**src/rtl/fetch_ctrl.sv**
```systemverilog
// fetch_ctrl: fetch-redirect and pipeline-control unit.
// Turns ID hazards, memory-stage ready and EXE branch resolution into the
// fetch stage's freeze / is_branch / flush / branch_address controls.
// A taken branch is captured into a pending register, issued as a
// one-cycle REDIRECT, then followed by SQUASH cycles so that flush is
// held for FLUSH_CYCLES cycles in total.
// Optional feature macro: FETCH_CTRL_STATS_EN adds saturating
// stall_cycles / redirect_count outputs; control behaviour is unchanged.
module fetch_ctrl #(
   parameter int ADDR_W       = 32,
   parameter int FLUSH_CYCLES = 2
) (
   input  logic              clk,
   input  logic              rst,
   input  logic              hazard,
   input  logic              mem_ready,
   input  logic              exe_branch_taken,
   input  logic [ADDR_W-1:0] exe_branch_address,
   output logic              freeze,
   output logic              is_branch,
   output logic              flush,
   output logic [ADDR_W-1:0] branch_address,
   output logic              pending
`ifdef FETCH_CTRL_STATS_EN
   ,
   output logic [15:0]       stall_cycles,
   output logic [15:0]       redirect_count
`endif
);

   typedef enum logic [1:0] {
      ST_RUN,
      ST_REDIRECT,
      ST_SQUASH
   } state_t;

   localparam logic [3:0] SQ_INIT = 4'(FLUSH_CYCLES - 1);

   state_t            state_q, state_d;
   logic              pend_valid_q, pend_valid_d;
   logic [ADDR_W-1:0] pend_addr_q, pend_addr_d;
   logic [ADDR_W-1:0] branch_address_q, branch_address_d;
   logic [3:0]        cnt_q, cnt_d;
   logic              is_branch_q, is_branch_d;
   logic              flush_q, flush_d;
   logic              redirect_exit;

   // Next-state, pending capture, redirect issue and combinational freeze.
   always_comb begin
      state_d          = state_q;
      pend_valid_d     = pend_valid_q;
      pend_addr_d      = pend_addr_q;
      branch_address_d = branch_address_q;
      cnt_d            = cnt_q;
      freeze           = ~mem_ready;
      redirect_exit    = 1'b0;
      case (state_q)
         ST_RUN: begin
            freeze = hazard | ~mem_ready;
            // A branch arriving with nothing pending may issue on the same
            // edge it is captured; a held branch is never re-captured.
            if (mem_ready && (pend_valid_q || exe_branch_taken)) begin
               branch_address_d = pend_valid_q ? pend_addr_q : exe_branch_address;
               pend_valid_d     = 1'b0;
               state_d          = ST_REDIRECT;
            end else if (exe_branch_taken && !pend_valid_q) begin
               pend_valid_d = 1'b1;
               pend_addr_d  = exe_branch_address;
            end
         end
         ST_REDIRECT: begin
            if (mem_ready) begin
               redirect_exit = 1'b1;
               if (FLUSH_CYCLES == 1) begin
                  state_d = ST_RUN;
               end else begin
                  state_d = ST_SQUASH;
                  cnt_d   = SQ_INIT;
               end
            end
         end
         ST_SQUASH: begin
            if (mem_ready) begin
               if (cnt_q <= 4'd1) begin
                  state_d = ST_RUN;
                  cnt_d   = '0;
               end else begin
                  cnt_d = cnt_q - 4'd1;
               end
            end
         end
         default: state_d = ST_RUN;
      endcase
      is_branch_d = (state_d == ST_REDIRECT);
      flush_d     = (state_d != ST_RUN);
   end

   // Control state and registered outputs.
   always_ff @(posedge clk or posedge rst) begin
      if (rst) begin
         state_q          <= ST_RUN;
         pend_valid_q     <= 1'b0;
         pend_addr_q      <= '0;
         branch_address_q <= '0;
         cnt_q            <= '0;
         is_branch_q      <= 1'b0;
         flush_q          <= 1'b0;
      end else begin
         state_q          <= state_d;
         pend_valid_q     <= pend_valid_d;
         pend_addr_q      <= pend_addr_d;
         branch_address_q <= branch_address_d;
         cnt_q            <= cnt_d;
         is_branch_q      <= is_branch_d;
         flush_q          <= flush_d;
      end
   end

   assign is_branch      = is_branch_q;
   assign flush          = flush_q;
   assign branch_address = branch_address_q;
   assign pending        = pend_valid_q;

`ifdef FETCH_CTRL_STATS_EN
   logic [15:0] stall_cycles_q, stall_cycles_d;
   logic [15:0] redirect_count_q, redirect_count_d;

   // Saturating statistics counters.
   always_comb begin
      stall_cycles_d   = stall_cycles_q;
      redirect_count_d = redirect_count_q;
      if (freeze && (stall_cycles_q != '1)) stall_cycles_d = stall_cycles_q + 16'd1;
      if (redirect_exit && (redirect_count_q != '1)) redirect_count_d = redirect_count_q + 16'd1;
   end

   // Statistics registers.
   always_ff @(posedge clk or posedge rst) begin
      if (rst) begin
         stall_cycles_q   <= '0;
         redirect_count_q <= '0;
      end else begin
         stall_cycles_q   <= stall_cycles_d;
         redirect_count_q <= redirect_count_d;
      end
   end

   assign stall_cycles   = stall_cycles_q;
   assign redirect_count = redirect_count_q;
`else
   logic unused_redirect_exit;
   assign unused_redirect_exit = redirect_exit;
`endif

endmodule

```
**config.mk**
```make
export PLATFORM = sky130hd
export DESIGN_NAME = fetch_ctrl
export DESIGN_NICKNAME = d
export VERILOG_FILES = /design/src/rtl/fetch_ctrl.sv
export SDC_FILE = /design/constraint.sdc
export NUM_CORES = 1
export LEC_CHECK = 0
export ABC_AREA = 1
export BUFFER_PORTS_ARGS = -buffer_cell sky130_fd_sc_hd__buf_2
export CORE_ASPECT_RATIO = 0.9
export CORE_MARGIN = 1.5
export CORE_UTILIZATION = 55
export CTS_CLUSTER_DIAMETER = 200
export DETAILED_ROUTE_END_ITERATION = 10
export PLACE_DENSITY = 0.87
export SLEW_MARGIN = 20
export SYNTH_ARGS = -nofsm -noshare
export SYNTH_HDL_FRONTEND = slang
export SYNTH_SLANG_ARGS = --single-unit
```
**constraint.sdc**
```tcl
create_clock -name clk -period 2.9 [get_ports clk]
set_input_delay 0.145 -clock clk [delete_from_list [all_inputs] [get_ports clk]]
set_output_delay 0.145 -clock clk [all_outputs]
set_load 0.05 [all_outputs]
```
# [After elaboration in Yosys (flattened, before gate mapping)]
# Cells that the tools add are included.
[totals] elab_cells=42 output_inout_bits=36 regBits=73
[op_classes] addsub=1 order_cmp=1 eq_ne=5 reduce_logical=12 mux=13 n_bitwise=3
[ops] op="$mux W32" n=1
[ops] op="$mux W4" n=3
[ops] op="$mux W2" n=4
[ops] op="$pmux W4 S2" n=1
[ops] op="$pmux W2 S3" n=1
[ops] op="$reduce_and A3 Y1" n=2
[ops] op="$reduce_bool A2 Y1" n=3
[ops] op="$eq A2 B1 Y1 const B" n=2
[ops] op="$le A4 B1 Y1 const B" n=1
[ops] op="$ne A2 B2 Y1 const B" n=2
[ops] op="$reduce_and A2 Y1" n=2
[ops] op="$sub A4 B1 Y4 const B" n=1
[ops] op="$mux W1" n=3
[ops] op="$eq A2 B2 Y1 const B" n=1
[ops] op="$logic_and A1 B1 Y1" n=2
[ops] op="$logic_not A2 Y1" n=1
[ops] op="$not A1 Y1" n=2
[ops] op="$logic_not A1 Y1" n=1
[ops] op="$logic_or A1 B1 Y1" n=1
[ops] op="$or A1 B1 Y1" n=1

# [Longest topological paths before layout]
# Gate-level depths: netlist (run 1).
[depth] ltp_word=5 mapped_depth=9

# [Least setup slack after synthesis (run 1)]
# Ideal clock, no wire load.
[synth_path] path_type="reg-to-reg" from="register pend_valid_q, in the netlist pending" to="register branch_address_q[10], in the netlist branch_address[10]" stages_incl_launch_ff=6 path_buffers=2 arrival_ns=1.341 setup_slack_ns=1.435 period_less_slack_ns=1.465 cell_sequence="dfrtp_1 inv_1 buf_4 clkbuf_1 o21ai_0 o21ai_2"
[synth_via] elab_chain_cells=3
[synth_lines] element="start: declaration" line="40" source="logic pend_valid_q, pend_valid_d;"
[synth_lines] element="start signal: assignment" line="110" source="pend_valid_q <= pend_valid_d;"
[synth_lines] element="$logic_or A1 B1 Y1" line="62" source="if (mem_ready && (pend_valid_q || exe_branch_taken)) begin"
[synth_lines] element="$logic_and A1 B1 Y1" line="62"
[synth_lines] element="$reduce_and A2 Y1 (no source line)"
[synth_lines] element="end signal: assignment" line="112" source="branch_address_q <= branch_address_d;"
[synth_lines] element="end: declaration" line="42" source="logic [ADDR_W-1:0] branch_address_q, branch_address_d;"
# Parallel ways exist; a longest one is shown, timed or not.
# A chain may end at the register's enable or synchronous reset.

# [Worst setup path in the final report (run 1)]
[layout_path] from="register state_q[1]" to="register branch_address_q[11], in the netlist branch_address[11]"
[layout_via] elab_chain_cells=2
[layout_lines] element="start: declaration" line="39" source="state_t state_q, state_d;"
[layout_lines] element="start signal: assignment" line="109" source="state_q <= state_d;"
[layout_lines] element="$logic_not A2 Y1" line="57" source="case (state_q)"
[layout_lines] element="$reduce_and A2 Y1 (no source line)"
# No other way between the ends.

==> qor.yml, run 1 <==
global_route:
  grt_pass1_vias: 2383
  grt_pass1_wl_um: 10500
  grt_use_total_pct: 20.5
  grt_antenna_before_repair: 0
  grt_start_max_net_pins: 67
  grt-ovfl-total: 0
detailed_routing:
  finalWirelength_um: 6040
  vias_per_cell: 4.99
  vias: 2565
  postRouteAntennaNets: 0
  drt_iter0_drc: 158
  drc_errors: 0
  firstDrtPassIters: 4
  wl_per_cell_um: 11.8
sta:
  worst_slack_ps: 1120
  post-route-period-util_pct: 61.5
  hold_violations: 0
  finalMaxSlewViolations: 0
  finalSetupViolCount: 0
  setup_tns_ps: 0
  grt_setup_unrepaired: "false"
  timing.fmax_ghz: 0.561
  finClkSkew_ps: 7.69
  relSlewSlack_pct: 37.5
  tightest_slew_ps: 936
  fin_crit_ps: 1780
setup_path:
  critPathKind: "flip-flop to flip-flop"
  cp_max_fo: 66
  required_ps: 3100
  arrival_ps: 1980
  slowest_stage: "nand3_4"
  crit_path_cell_trace: "nor2_4, nand3_4, nand2_1, o21ai_2"
  crit_path_end_kind: "flip-flop"
  startpoint_type: "flip-flop"
  crit_path_max_incr_delay_ps: 590
placed_design:
  hpwl_um: 4000
  pre_cts_ws_ps: 1130
  gp_congestion: 0.779
  io_buffers: 72
  placed_cells: 500
  placedInstanceArea_um2: 3590
synthesis:
  postSynthCellCount: 376
  synth_most_common_cell: "nand2_1"
  ys_top_cells_by_area: "dfrtp_1 55%, nand2_1 13%, o21ai_1 7.7%"
  ys_ff_latch: 73
  ys.warnings.count: 0
  synth_area_leader_cell: "dfrtp_1"
  synth_cell_types: 18
  async_flop_share_pct: 100
  synth_top_area_share_pct: 55.5
  synth_commonest_cells: "115 x nand2_1, 73 x dfrtp_1, 51 x o21ai_1, 47 x inv_1, 36 x o21ai_0"
  syn_area_um2: 3290
  avgSynthCellArea_um2: 8.76
  synth_fp_nets: 415
  ys.flop_type: "dfrtp_1"
  synth_edf_count: 0
  yosysSeqAreaShare_pct: 55.5
clocking:
  clock_latency_ps: 330
  post_cts_buffers: 0
  numCtsBuffers: 9
  cts_buffer_depth: 2
  cts_htree_levels: 3
  cts_tree: "built"
  root_buffer: "clkbuf_8"
  ctsResizeCount: 0
  clkSlewWorstSetupHoldPaths_ps: 70
  cts_sinks: 73
  holdBufCountCts: 0
cells_and_area:
  stdcell_area_um2: 3730
  nNetsFinal: 480
  post_route_cells_drive_above_1_share_pct: 22.5
  antenna_cells: 0
  area_growth_syn_to_layout_pct: 13.3
  stdcell_count: 514
power_and_ir_drop:
  ir_drop_mv: 1.08
  p_per_area_nw_per_um2: 1240
  leakagePower_nw: 2.03
status:
  status: "completed"
floorplan:
  die_w_um: 84.6
  die_area_um2: 6460
  core_um2: 5730
  boundaryPins: 73
  die_h_um: 76.4
  initial_core_util_pct: 57.5
  num_rows: 26
worst_hold_path:
  hp-class: "input pin to async pin"
flow_run:
  maxCapViolCount: 0
[sequential cells by signal (all words and copies together) (netlist names)]
name,flops
branch_address,32
pend_addr_q,32
cnt_q,4
state_q,2
flush,1
is_branch,1
pending,1
[per-layer routing]
| metal | wire [µm] | vias up | track usage [%] |
|---|---|---|---|
| met5 | 0 | - | 0 |
| met4 | 70 | 0 | 4.84 |
| met3 | 286 | 8 | 7.15 |
| met2 | 2860 | 63 | 34.0 |
| met1 | 2830 | 1179 | 26.0 |
| li1 | - | 1315 | - |
[worst paths after layout]
| kind | slack (ps) | from | depth (start not counted) | endpoint |
|---|---|---|---|---|
| max in group asynchronous | 1980 | rst | 3 | pend_addr_q[26]$_DFFE_PP0P_ |
| min in group clk | 60 | exe_branch_address[6] | 3 | pend_addr_q[6]$_DFFE_PP0P_ |
| setup / recovery | 1120 | state_q[1]$_DFF_PP0_ | 4 | branch_address[11]$_DFFE_PP0P_ |
| hold / removal | 20 | rst | 2 | pend_addr_q[6]$_DFFE_PP0P_ |
| setup reg to reg | 1120 | state_q[1]$_DFF_PP0_ | 4 | branch_address[11]$_DFFE_PP0P_ |
| hold reg to reg | 490 | pend_addr_q[26]$_DFFE_PP0P_ | 2 | pend_addr_q[26]$_DFFE_PP0P_ |
[worst max-delay path, delay by kind of cell (launching register included)]
kind	cells	cell delay, ps
AND/OR/NAND/NOR	3	1100
flip-flops	1	440
AO/OA/AOI/OAI	1	80
[through the flow]
| step | hold slack (ps) | power, mW | utilization (%) |
|---|---|---|---|
| after floorplan | 231 | 3.61 | - |
| after global placement | 397 | 3.94 | 62.7 |
| after detailed placement | 414 | 4.03 | 62.7 |
| after CTS | 50.4 | 4.66 | 65.2 |
| after global routing | 55.4 | 4.98 | 65.2 |
| final | 15.6 | 4.63 | 65.2 |
[cell type report]
type	count	area [µm²]
fill	470	1990
timing repair buffer	74	375
clock inverter	1	5.00
multi-input combinational	236	1120
clock buffer	13	139
tap	70	87.6
sequential	73	1830
inverter	47	176
[power by group]
group          total (mW)  internal [mW]  switching [mW]
Clock               0.632          0.301           0.331
Combinational        2.24          0.588            1.65
Sequential           1.76           1.49           0.266
[layout by cell type (no fill, tap or decap), types with 4 or more instances in the layout]
cell type / synthesis / routed
nor2_1: 4 / 4
nand3_1: 9 / 9
a21oi_1: 4 / 4
dfrtp_1: 73 / 73
nand2_1: 115 / 115
o21ai_1: 51 / 51
inv_1: 47 / 45
buf_2: 4 / 72
clkbuf_8: 0 / 9
o21ai_0: 36 / 36
o21ai_2: 11 / 11
clkbuf_1: 3 / 4
[cell families after synthesis]
logic type | count (synthesis) | share of synthesized area (%)
AND/OR/NAND/NOR | 131 | 16.3
flip-flops | 73 | 55.4
adder cells (fa/ha/maj) | 2 | 0.759
buffers and inverters | 67 | 10.4
AO/OA/AOI/OAI | 102 | 16.7
XOR/XNOR | 1 | 0.266
No activity file was read; power rests on OpenSTA's default activity.
==> run 2: changes to the inputs <==
Settings changed: CORE_UTILIZATION 55 to 49, PLACE_DENSITY 0.87 to 0.82.
Clock period 2.9 ns to 1.6 ns, I/O delays scaled along.
==> run 2 against run 1 <==
Effect of this change:
- final cell count is 7.4% higher
- global-route usage fell by 2.0 points
- clock-buffer cell count unchanged
- die area increased by 12%
- via count up 2.3%
- core utilization decreased by 4.2 points
- first-iteration DRC count fell by 12%
- worst setup slack got worse by 1000 ps
- critical path type is now flip-flop to output port
- largest cell class unchanged
- largest power group unchanged
==> qor.yml, run 2 (synthesis results as in run 1) <==
status:
  status: "completed"
sta:
  worst_slack_ps: 120
  finalSetupViolCount: 0
  setup_tns_ps: 0
  finalMaxSlewViolations: 0
  timing.fmax_ghz: 0.676
  post-route-period-util_pct: 92.5
  finClkSkew_ps: 10.3
  hold_violations: 0
  fin_crit_ps: 1480
  tightest_slew_ps: 371
  relSlewSlack_pct: 75.3
  grt_setup_unrepaired: "false"
cells_and_area:
  layout_commonest_cell: "nand2_1"
  stdcell_area_um2: 4000
  final_cell_mix: "115 x nand2_1, 73 x dfrtp_1, 72 x buf_2, 51 x o21ai_1, 45 x inv_1"
  nNetsFinal: 497
  area_growth_syn_to_layout_pct: 21.3
  antenna_cells: 0
  stdcell_count: 552
  post_route_cells_drive_above_1_share_pct: 23.2
clocking:
  cts_buffer_depth: 2
  post_cts_buffers: 0
  holdBufCountCts: 12
  clkSlewWorstSetupHoldPaths_ps: 70
  cts_tree: "built"
  cts_htree_levels: 3
  cts_sinks: 73
  numCtsBuffers: 9
  root_buffer: "clkbuf_8"
  clock_latency_ps: 330
  ctsResizeCount: 0
global_route:
  grt_pass1_wl_um: 10300
  grt_antenna_before_repair: 0
  grt-ovfl-total: 0
  grt_start_max_net_pins: 61
  grt_use_total_pct: 18.5
  grt_pass1_vias: 2414
power_and_ir_drop:
  total_power_mw: 8.77
  leakagePower_nw: 2.13
  p_per_area_nw_per_um2: 2190
  ir_drop_mv: 0.892
setup_path:
  crit_path_cell_trace: "nor2_4, nand2_1, nand2_1, buf_2"
  crit_top_cell: "nand2_1"
  critPathKind: "flip-flop to output port"
  crit_path_max_incr_delay_ps: 440
  arrival_ps: 1400
  crit_path_end_kind: "output port"
  slowest_stage: "dfrtp_1"
  startpoint_type: "flip-flop"
  required_ps: 1520
  cp_max_fo: 5
placed_design:
  placed_cells: 525
  placedInstanceArea_um2: 3680
  pre_cts_ws_ps: 259
  hpwl_um: 4300
  io_buffers: 72
  gp_congestion: 0.736
detailed_routing:
  firstDrtPassIters: 4
  drc_errors: 0
  wl_per_cell_um: 11.3
  postRouteAntennaNets: 0
  drt_iter0_drc: 139
  finalWirelength_um: 6250
  vias_per_cell: 4.75
  vias: 2623
floorplan:
  boundaryPins: 73
  die_area_um2: 7220
  core_um2: 6550
  die_h_um: 80.8
  die_w_um: 89.4
  num_rows: 28
  initial_core_util_pct: 50.3
flow_run:
  maxCapViolCount: 0
worst_hold_path:
  hp-class: "input pin to flip-flop"
[run 2: cell types whose count changed in the layout (fill, tap and decap cells not counted), moves of 2 or more]
cell / change
dlygate4sd3_1: +12
buf_4: +3
clkbuf_1: -2
clkinvlp_4: +2
clkbuf_8: +2
buf_12: +2
inv_2: -2
[run 2: routing by layer]
| metal | wire length, µm | track usage, % | part of all wire [%] |
|---|---|---|---|
| met5 | 0 | 0 | 0 |
| met1 | 2840 | 22.0 | 45 |
| met4 | 71 | 7.85 | 1.1 |
| met2 | 3100 | 32.6 | 50 |
| met3 | 232 | 3.66 | 3.7 |
[run 2: worst paths after layout]
kind	end	cells after the start	slack (ps)	startpoint
max	freeze	4	120	state_q[1]$_DFF_PP0_
max in group asynchronous	branch_address[14]$_DFFE_PP0P_	4	740	rst
max reg2reg	branch_address[27]$_DFFE_PP0P_	5	240	state_q[1]$_DFF_PP0_
min reg2reg	branch_address[30]$_DFFE_PP0P_	2	480	branch_address[30]$_DFFE_PP0P_
min	pend_addr_q[21]$_DFFE_PP0P_	3	10	exe_branch_address[21]
min in group asynchronous	pend_addr_q[22]$_DFFE_PP0P_	3	250	rst
[run 2: metrics by stage]
stage	util, %	hold slack, ps
after floorplan	-	166
after global placement	56.2	63.1
after detailed placement	56.2	67.4
after CTS	61.0	1.42
after global routing	61.0	10.4
final	61.0	14.0
[run 2: report_power, final]
group | internal [mW] | switching (mW) | total (mW)
Sequential | 2.70 | 0.454 | 3.15
Combinational | 1.15 | 3.04 | 4.19
Clock | 0.799 | 0.626 | 1.43
[run 2: critical path, delay by kind of cell, from the launching register on]
kind | cells | cell delay (ps)
DFF | 1 | 440
and+or+nand+nor | 3 | 370
buffers and inverters | 1 | 260
[run 2: layout make-up]
cell class | count | area [µm²]
clock inverter | 2 | 37.5
timing repair buffer | 91 | 558
multi-input combinational | 236 | 1120
inverter | 47 | 180
tap | 90 | 113
sequential | 73 | 1830
fill | 584 | 2550
clock buffer | 13 | 159
